[config.mk]
export PLATFORM = sky130hd
export DESIGN_NAME = coffee_order_ctrl
export DESIGN_NICKNAME = d
export VERILOG_FILES = /design/src/rtl/coffee_order_ctrl.sv
export SDC_FILE = /design/constraint.sdc
export NUM_CORES = 1
export LEC_CHECK = 0
export CORE_ASPECT_RATIO = 1.5
export CORE_MARGIN = 5
export CORE_UTILIZATION = 50
export DETAILED_ROUTE_END_ITERATION = 8
export GPL_TIMING_DRIVEN = 0
export PLACE_DENSITY = 0.67
export REMOVE_ABC_BUFFERS = 1
export SLEW_MARGIN = 0
export SYNTH_ARGS = -nofsm -noshare
export SYNTH_HDL_FRONTEND = slang
export SYNTH_SLANG_ARGS = --single-unit
[constraint.sdc]
create_clock -name clk -period 4.3 [get_ports clk]
set_input_delay 0.86 -clock clk [delete_from_list [all_inputs] [get_ports clk]]
set_output_delay 0.86 -clock clk [all_outputs]
set_load 0.02 [all_outputs]
[src/rtl/coffee_order_ctrl.sv]
// Order front-end for the brewing FSM: debounced buttons feed a small order FIFO,
// and an issue FSM hands orders over one at a time on the start/coffee_sel handshake.
module coffee_order_ctrl #(
    parameter int unsigned DEBOUNCE_CYCLES = 1_000_000,
    parameter int unsigned QUEUE_DEPTH     = 4,
    parameter int unsigned ACK_TIMEOUT     = 1_000
) (
    input  logic                           clk,
    input  logic                           reset,
    input  logic                           btn_e,
    input  logic                           btn_l,
    input  logic                           btn_c,
    input  logic                           btn_cancel,
    input  logic [2:0]                     fsm_state,
    input  logic                           fsm_done,
    output logic                           start,
    output logic [1:0]                     coffee_sel,
    output logic                           busy,
    output logic [$clog2(QUEUE_DEPTH):0]   queue_count,
    output logic                           reject,
    output logic                           fault,
    output logic [7:0]                     served_count
);
    localparam int unsigned DW = $clog2(DEBOUNCE_CYCLES + 1);
    localparam int unsigned PW = $clog2(QUEUE_DEPTH);
    localparam int unsigned CW = PW + 1;
    localparam int unsigned TW = $clog2(ACK_TIMEOUT + 1);
    localparam logic [CW-1:0] DEPTH = CW'(QUEUE_DEPTH);

    typedef enum logic [1:0] {IDLE, ISSUE, WAIT_DONE, WAIT_IDLE} state_t;

    // Bit order everywhere: 0=espresso, 1=latte, 2=cappuccino, 3=cancel.
    logic [3:0]    sync1, sync2, level, level_q, req;
    logic [DW-1:0] db_cnt [4];

    always_ff @(posedge clk) begin
        if (reset) begin
            sync1   <= '0;
            sync2   <= '0;
            level   <= '0;
            level_q <= '0;
            req     <= '0;
            for (int unsigned i = 0; i < 4; i++) db_cnt[i] <= '0;
        end else begin
            sync1   <= {btn_cancel, btn_c, btn_l, btn_e};
            sync2   <= sync1;
            level_q <= level;
            req     <= level & ~level_q;
            for (int unsigned i = 0; i < 4; i++) begin
                if (sync2[i] == level[i]) begin
                    db_cnt[i] <= '0;
                end else if (db_cnt[i] == DW'(DEBOUNCE_CYCLES - 1)) begin
                    level[i]  <= sync2[i];
                    db_cnt[i] <= '0;
                end else begin
                    db_cnt[i] <= db_cnt[i] + 1'b1;
                end
            end
        end
    end

    logic          drink_req, lower_drop, cancel, pop, push, room;
    logic [1:0]    drink_code;
    logic [PW-1:0] wr_ptr, rd_ptr;
    logic [1:0]    fifo [QUEUE_DEPTH];
    state_t        state;
    logic [TW-1:0] timer;

    always_comb begin
        drink_req  = |req[2:0];
        drink_code = 2'b00;
        lower_drop = 1'b0;
        if (req[0]) begin
            drink_code = 2'b00;
            lower_drop = req[1] | req[2];
        end else if (req[1]) begin
            drink_code = 2'b01;
            lower_drop = req[2];
        end else if (req[2]) begin
            drink_code = 2'b10;
        end
        cancel = req[3];
        pop    = (state == IDLE) && (queue_count != '0) && (fsm_state == 3'd0);
        room   = (queue_count < DEPTH) || pop;
        push   = drink_req && !cancel && room;
    end

    always_ff @(posedge clk) begin
        if (push) fifo[wr_ptr] <= drink_code;
    end

    always_ff @(posedge clk) begin
        if (reset) begin
            wr_ptr      <= '0;
            rd_ptr      <= '0;
            queue_count <= '0;
            reject      <= 1'b0;
        end else begin
            reject <= drink_req && !cancel && (lower_drop || !room);
            if (pop) rd_ptr <= rd_ptr + 1'b1;
            // Cancel empties the queue by snapping the write pointer onto the next read slot.
            if (cancel) begin
                wr_ptr      <= pop ? rd_ptr + 1'b1 : rd_ptr;
                queue_count <= '0;
            end else begin
                if (push) wr_ptr <= wr_ptr + 1'b1;
                queue_count <= queue_count + CW'(push) - CW'(pop);
            end
        end
    end

    always_ff @(posedge clk) begin
        if (reset) begin
            state        <= IDLE;
            start        <= 1'b0;
            coffee_sel   <= 2'b00;
            busy         <= 1'b0;
            fault        <= 1'b0;
            served_count <= '0;
            timer        <= '0;
        end else begin
            fault <= 1'b0;
            case (state)
                IDLE: begin
                    if (pop) begin
                        coffee_sel <= fifo[rd_ptr];
                        start      <= 1'b1;
                        busy       <= 1'b1;
                        timer      <= '0;
                        state      <= ISSUE;
                    end
                end
                ISSUE: begin
                    if (fsm_state != 3'd0) begin
                        start <= 1'b0;
                        state <= WAIT_DONE;
                    end else if (timer == TW'(ACK_TIMEOUT - 1)) begin
                        start <= 1'b0;
                        fault <= 1'b1;
                        state <= WAIT_IDLE;
                    end else begin
                        timer <= timer + 1'b1;
                    end
                end
                WAIT_DONE: begin
                    if (fsm_done) begin
                        served_count <= served_count + 1'b1;
                        state        <= WAIT_IDLE;
                    end
                end
                WAIT_IDLE: begin
                    if (fsm_state == 3'd0) begin
                        busy  <= 1'b0;
                        state <= IDLE;
                    end
                end
                default: state <= IDLE;
            endcase
        end
    end
endmodule

* Yosys cells after proc, flatten, opt, wreduce, memory -nomap -nowiden *
Memories as Yosys holds them, arrays and structs flattened. A register that Yosys moved wholly into a read port is not among the register bits.
Index checks and enable logic that the tools add are counted.

operators by class
  $mul = 0
  reductions and logical operators = 29
  mux-type cells = 85
  bitwise gates (word level) = 20
  magnitude comparators = 1
  $add $sub $neg = 10
  div/mod/pow operators = 0
  shift-type cells = 0
  equality and inequality tests = 18

operators by type and width
  kind                                           number
  two-way mux 20 bit                             12
  adder 20 x 1 -> 20 bit, second input constant  4
  == test 20 bit, second input constant          4
  two-way mux 1 bit                              55
  two-way mux 10 bit                             3
  two-way mux 2 bit                              11
  one-hot mux 10 bit (2 select lines)            1
  bitwise OR 1 bit                               13
  AND reduction 2 bit                            6
  adder 10 x 1 -> 10 bit, second input constant  1
  == test 10 bit, second input constant          1
  inequality test 2 bit, second input constant   5
  adder 8 x 1 -> 8 bit, second input constant    1
  one-hot mux 2 bit (4 select lines)             1
  AND reduction 4 bit                            2
  AND reduction 3 bit                            2
  nonzero test 2 bit                             3
  nonzero test 3 bit                             2
  OR reduction 3 bit                             2
  logical AND 1 bit                              5
  NOT 1 bit                                      5
  adder 2 x 1 -> 2 bit, second input constant    2
  bitwise AND 4 bit                              1
  == test 1 bit                                  4
  13 further kinds                               17

word-level totals
  memories kept = 2
  output and inout port bits = 17
  ROM bits = 0
  latch bits = 0
  RAM bits = 88
  bits of input ports = 10
  bits in registers = 51

memories
  memory  words  width  rd ports  clocked after memory_dff  wr ports  line  RTL
  db_cnt  4      20     4         0                         4         34    logic [DW-1:0] db_cnt [4];
  fifo    4      2      1         1                         1         65    logic [1:0] fifo [QUEUE_DEPTH];

* Depth between registers and ports, before layout *
Gate-level depths: netlist of the first run.

  word-level depth = 7
  gate-level depth with buffers = 14

* Worst setup path before layout of the first run *
No wires, ideal clock.

  path kind = input to register
  start point = input fsm_state[1]
  end point = register queue_count[2]
  cell stages on the path = 11
  data arrival time = 3.112 ns
  setup time = 0.130 ns
  setup slack = 1.059 ns
  cell sequence = or4b_1 -> clkbuf_1 -> a211oi_4 -> inv_1 -> ha_1 -> inv_1 -> ha_1 -> fa_1 -> xnor2_1 -> xnor2_1 -> nor3_1

on the way
  word-level cells in the longest chain between the ends = 6

RTL lines
  what                         line  RTL
  from (decl)                  14    input logic [2:0] fsm_state,
  logical NOT 3 bit *          83    pop = (state == IDLE) && (queue_count != '0) && (fsm_state == 3'd0);
  logical AND 1 bit *          83
  logical OR 1 bit             84    room = (queue_count < DEPTH) || pop;
  logical AND 1 bit            85    push = drink_req && !cancel && room;
  adder 3 x 1 -> 3 bit         107   queue_count <= queue_count + CW'(push) - CW'(pop);
  subtractor 3 x 1 -> 3 bit *  107
  to (signal assigned)         107
  to (decl)                    19    output logic [$clog2(QUEUE_DEPTH):0] queue_count,

Every way passes the cells marked *; elsewhere a longest branch is shown, timed or not.
A chain may end at the register's enable or synchronous reset.

* Worst setup path in the final report of the first run *
Same ends and word-level chain as after synthesis.

==> results of run 1 <==
==> per-layer routing <==
metal / part of all wire (%) / up-vias / global-route usage [%]
li1: - / 2730 / -
met1: 44 / 2589 / 18.56
met2: 52 / 90 / 30.07
met3: 3.0 / 14 / 3.467
met4: 1.3 / 0 / 5.656
met5: 0 / - / 0
==> worst register-to-register path, stage by stage (launching register included) <==
cell	delay, ps
sky130_fd_sc_hd__dfxtp_1	350
sky130_fd_sc_hd__inv_1	100
sky130_fd_sc_hd__ha_1	330
sky130_fd_sc_hd__or4b_1	660
sky130_fd_sc_hd__a211oi_4	400
sky130_fd_sc_hd__inv_1	100
sky130_fd_sc_hd__ha_1	280
sky130_fd_sc_hd__inv_1	40
sky130_fd_sc_hd__ha_1	180
sky130_fd_sc_hd__fa_1	380
sky130_fd_sc_hd__xnor2_1	200
sky130_fd_sc_hd__xnor2_1	150
sky130_fd_sc_hd__nor3_1	60
==> registers in the layout (all words and copies together) (netlist names), 3 cells and up <==
name / count
level_q: 4
sync1: 4
fifo: 8
served_count: 8
req: 4
timer: 10
level: 4
queue_count: 3
db_cnt: 80
sync2: 4
==> area by class of cell <==
class	count	area [µm²]
multi-input cells	586	3563
repair buffers	27	266.5
flip-flops and latches	141	3704
inverters	27	101.3
clock inverters	12	112.6
fillers	1229	5613
well taps	192	240.2
clock buffers	20	457.9
==> how the worst min path moves through the flow <==
| stage | cells after the start | slack [ps] | end |
|---|---|---|---|
| after floorplan | 1 | 370 | req[0] |
| after global placement | 1 | 370 | req[3] |
| after detailed placement | 1 | 380 | req[0] |
| after CTS | 1 | 390 | req[0] |
| after global routing | 1 | 400 | req[0] |
| final | 1 | 390 | req[0] |
==> kinds of logic (layout without fill, tap and decap cells) <==
logic type | after synthesis | after routing | share of synthesized area [%]
compound gates | 119 | 119 | 10.57
xor+xnor | 57 | 57 | 6.960
fa+ha+maj | 18 | 18 | 3.209
buf+inv | 50 | 86 | 2.826
flops | 141 | 141 | 51.63
mux | 4 | 4 | 0.9070
other cells | 1 | 80 | 0.05228
simple gates | 308 | 308 | 23.84
==> cell usage after synthesis, drive strengths merged (9+ instances only) <==
master	instances
edfxtp	88
a21oi	45
nand2	38
xnor2	23
dfxtp	53
and3	12
nor3	19
ha	16
or3	27
buf	9
nor2b	19
clkbuf	14
o21ai	34
nand4	26
xor2	34
inv	27
and4	11
or4	14
nand3	42
nor2	62
==> power groups by stage <==
stage	clock network [W]	logic (W)	registers, W
floorplan	0	0.000158	0.00155
global placement	0	0.000218	0.00155
detailed placement	0	0.000224	0.00156
CTS	0.00142	0.000225	0.00153
global route	0.00149	0.000256	0.00154
finish	0.00139	0.000227	0.00153
==> metrics by stage <==
stage / worst slack, ps / hold slack, ps / power (W) / instance area [µm²]
after floorplan: 1080 / 367.4 / 0.001707 / 7368
after global placement: -377.9 / 373.8 / 0.001772 / 7869
after detailed placement: 307.6 / 376.8 / 0.001781 / 7875
after CTS: 680.1 / 385.5 / 0.003171 / 8446
after global routing: 588.2 / 398.4 / 0.003279 / 8446
final: 688.4 / 386.9 / 0.003145 / 8446
==> results.txt, run 1 <==
----------------------------------------------------
[Layout]
  Fraction of final layout cells sized beyond drive strength 1 ... 5.658%
  Layout Nets ... 827
  Leading cell type in the layout, fill and taps excluded ... sky130_fd_sc_hd__edfxtp_1
  Final cell count without fillers ... 1,005
  Share of the core filled with cells ... between 60% and 70%
  Antenna diode count ... 0
  Commonest non-fill, non-tap cells in the layout ... 88 x sky130_fd_sc_hd__edfxtp_1, 80 x sky130_fd_sc_hd__conb_1, 62 x sky130_fd_sc_hd__nor2_1
  Area growth syn-to-layout ... 17.74%

[Detailed routing]
  DRC marker count from the first detailed-route iteration ... between 200 and 250
  Via count of the routed design ... 5,423
  Detailed Route WL ... 13.33 mm
  Post-DR vias/cell ... about 5.4
  Average detailed-routed wire length per instance ... between 10 and 15 µm
  Number of detailed-route iterations in the first pass ... 5
  Count of unresolved DRC violations after routing ... 0
  Antenna viol nets, final ... 0

[Setup path]
  RR Endpoint ... queue_count[2]
  Critical Path Start ... fsm_state[1]
  Kind of end point of the critical path ... flop
  Crit path arrival time ... between 3000 and 4000 ps
  Crit Path Category ... primary input to flop
  Number of buffer and inverter stages on the critical path ... 3
  Required time of the worst setup path ... 4560 ps
  Start of the worst register-to-register path ... state[0]
  Critical path cell sequence ... clkdlybuf4s50_1, or4b_1, a211oi_4, inv_1, ha_1, inv_1, ha_1, fa_1, xnor2_1, xnor2_1, nor3_1
  Worst path top cell family by delay ... adder cells
  Slack of the worst reg-to-reg path ... about 910 ps
  Largest incremental delay on the critical path ... around 730 ps
  Destination of the critical timing path ... queue_count[2]
  Largest driver fanout on the critical path ... 7
  Path length in cells of the critical path ... 11
  Startpoint type of the worst setup path ... primary input
  Depth of the most critical reg-to-reg path ... 12
  Slowest stage cell on the critical path ... sky130_fd_sc_hd__or4b_1

[Floorplanning]
  Area of the core ... between 0.01 and 0.015 mm²
  Die Height ... 156.7 µm
  Top-Level Pins ... 27
  Starting Density ... 51.02%
  DIE WIDTH ... 107.8 µm
  Die footprint ... 0.01689 mm²
  Placement Rows ... 53

[Min path]
  Beginning of the worst hold path ... level_q[0]
  Worst Hold Class ... flop to flop

[Timing]
  Headroom to the max-slew limit ... 36.13%
  Max-slew violation total from the final report ... 0
  Transition time at the pin with the least slew margin ... 958.0 ps
  Max Fclk ... between 200 and 300 MHz
  Number of hold violations in the final report ... 0
  Setup total negative slack ... 0 ps
  Period utilisation layout ... 83.99%
  Final period demand of the worst path ... ~3600 ps
  Maximum clock skew at final layout ... 13.25 ps
  RSZ-0062 raised after global routing ... false
  # setup viols final ... 0

[Synth]
  Synth top area cells ... sky130_fd_sc_hd__edfxtp_1 37%, sky130_fd_sc_hd__dfxtp_1 15%, sky130_fd_sc_hd__xor2_1 4.2%
  Area of the mapped netlist ... 0.007173 mm²
  Sequential cell area fraction in the yosys report ... between 50% and 60%
  Post-synthesis instance total ... approximately 700
  Number of warnings printed during yosys synthesis ... 0
  Share of flip-flops with an asynchronous set or reset ... 0%
  Synth cell types ... 60
  Mean cell area of the mapped netlist ... between 10 and 15 µm²
  Post-synthesis sequential element count ... 141
  EDFF count, synth ... 88
  Area share of the largest cell type after synthesis ... 36.84%
  Biggest area consumer among synthesized cells ... sky130_fd_sc_hd__edfxtp_1
  Flip-flop cell with the highest count after synthesis ... sky130_fd_sc_hd__edfxtp_1

[Global route]
  Initial antenna violation count ... 0
  Vias in the first global route ... 5,269
  First-pass GRT wire length ... 22.84 mm
  Sum of overflow across all layers after global routing ... 0
  All-layer global routing usage ... 16.35%
  Pin count of the biggest net entering global routing ... 49

[Place]
  Quantity of I/O buffers inserted on ports ... 26
  Global placer's final weighted congestion ... 0.7943
  Inst Count DP ... 973
  Post-DP HPWL ... approximately 9.5 mm

[Clock tree]
  Clock latency at the later pin of the worst-skew pair ... 410 ps
  Buffer cell driving the clock tree root ... sky130_fd_sc_hd__clkbuf_16
  Setup fix buffers added after clock tree synthesis ... 0
  H-tree depth ... 4
  Number of gates resized after cts ... 0
  CTS tree ... built
  Hold buffer count at CTS ... 0
  Maximum buffer depth of the clock tree ... 2
  Total clock sinks ... roughly 140
  Clock transition time at the flip-flop clock pins of the worst setup and hold paths ... 60 ps
  Total CTS buffers ... 17

[Pwr]
  Net switching component of the power ... 0.0007386 W
  Sequential power share ... 48.6%
  Internal power ... around 0.0024 W
  Combinational share of power ... 7.2%
  Share of total power consumed by net switching ... between 20% and 30%
  Max rail drop VDD ... 263.6 µV
  Cell area power density ... 372.4 mW/mm²
  Clk pwr share ... 44.2%
  Leakage Power ... around 2.9 nW

[Job]
  Max-cap check violation count ... 0

[Status]
  Outcome ... complete, no violations

----------------------------------------------------
Power figures use the tool's default switching activity.
==> run 2, diff against run 1 <==
- clock period: 4.3 -> 3.78 ns (I/O delays scaled with it)
==> results of run 2 <==
The final DEF is identical to that of run 1. Status: complete, no violations.
Among the figures that moved: setup slack after placement 307.6 ps -> -108.4 ps; setup slack after layout 688.4 ps -> 272.4 ps; register-to-register setup slack 910 ps -> 390 ps; total power 0.003145 W -> 0.003578 W; worst IR drop on VDD 263.6 µV -> 299.9 µV
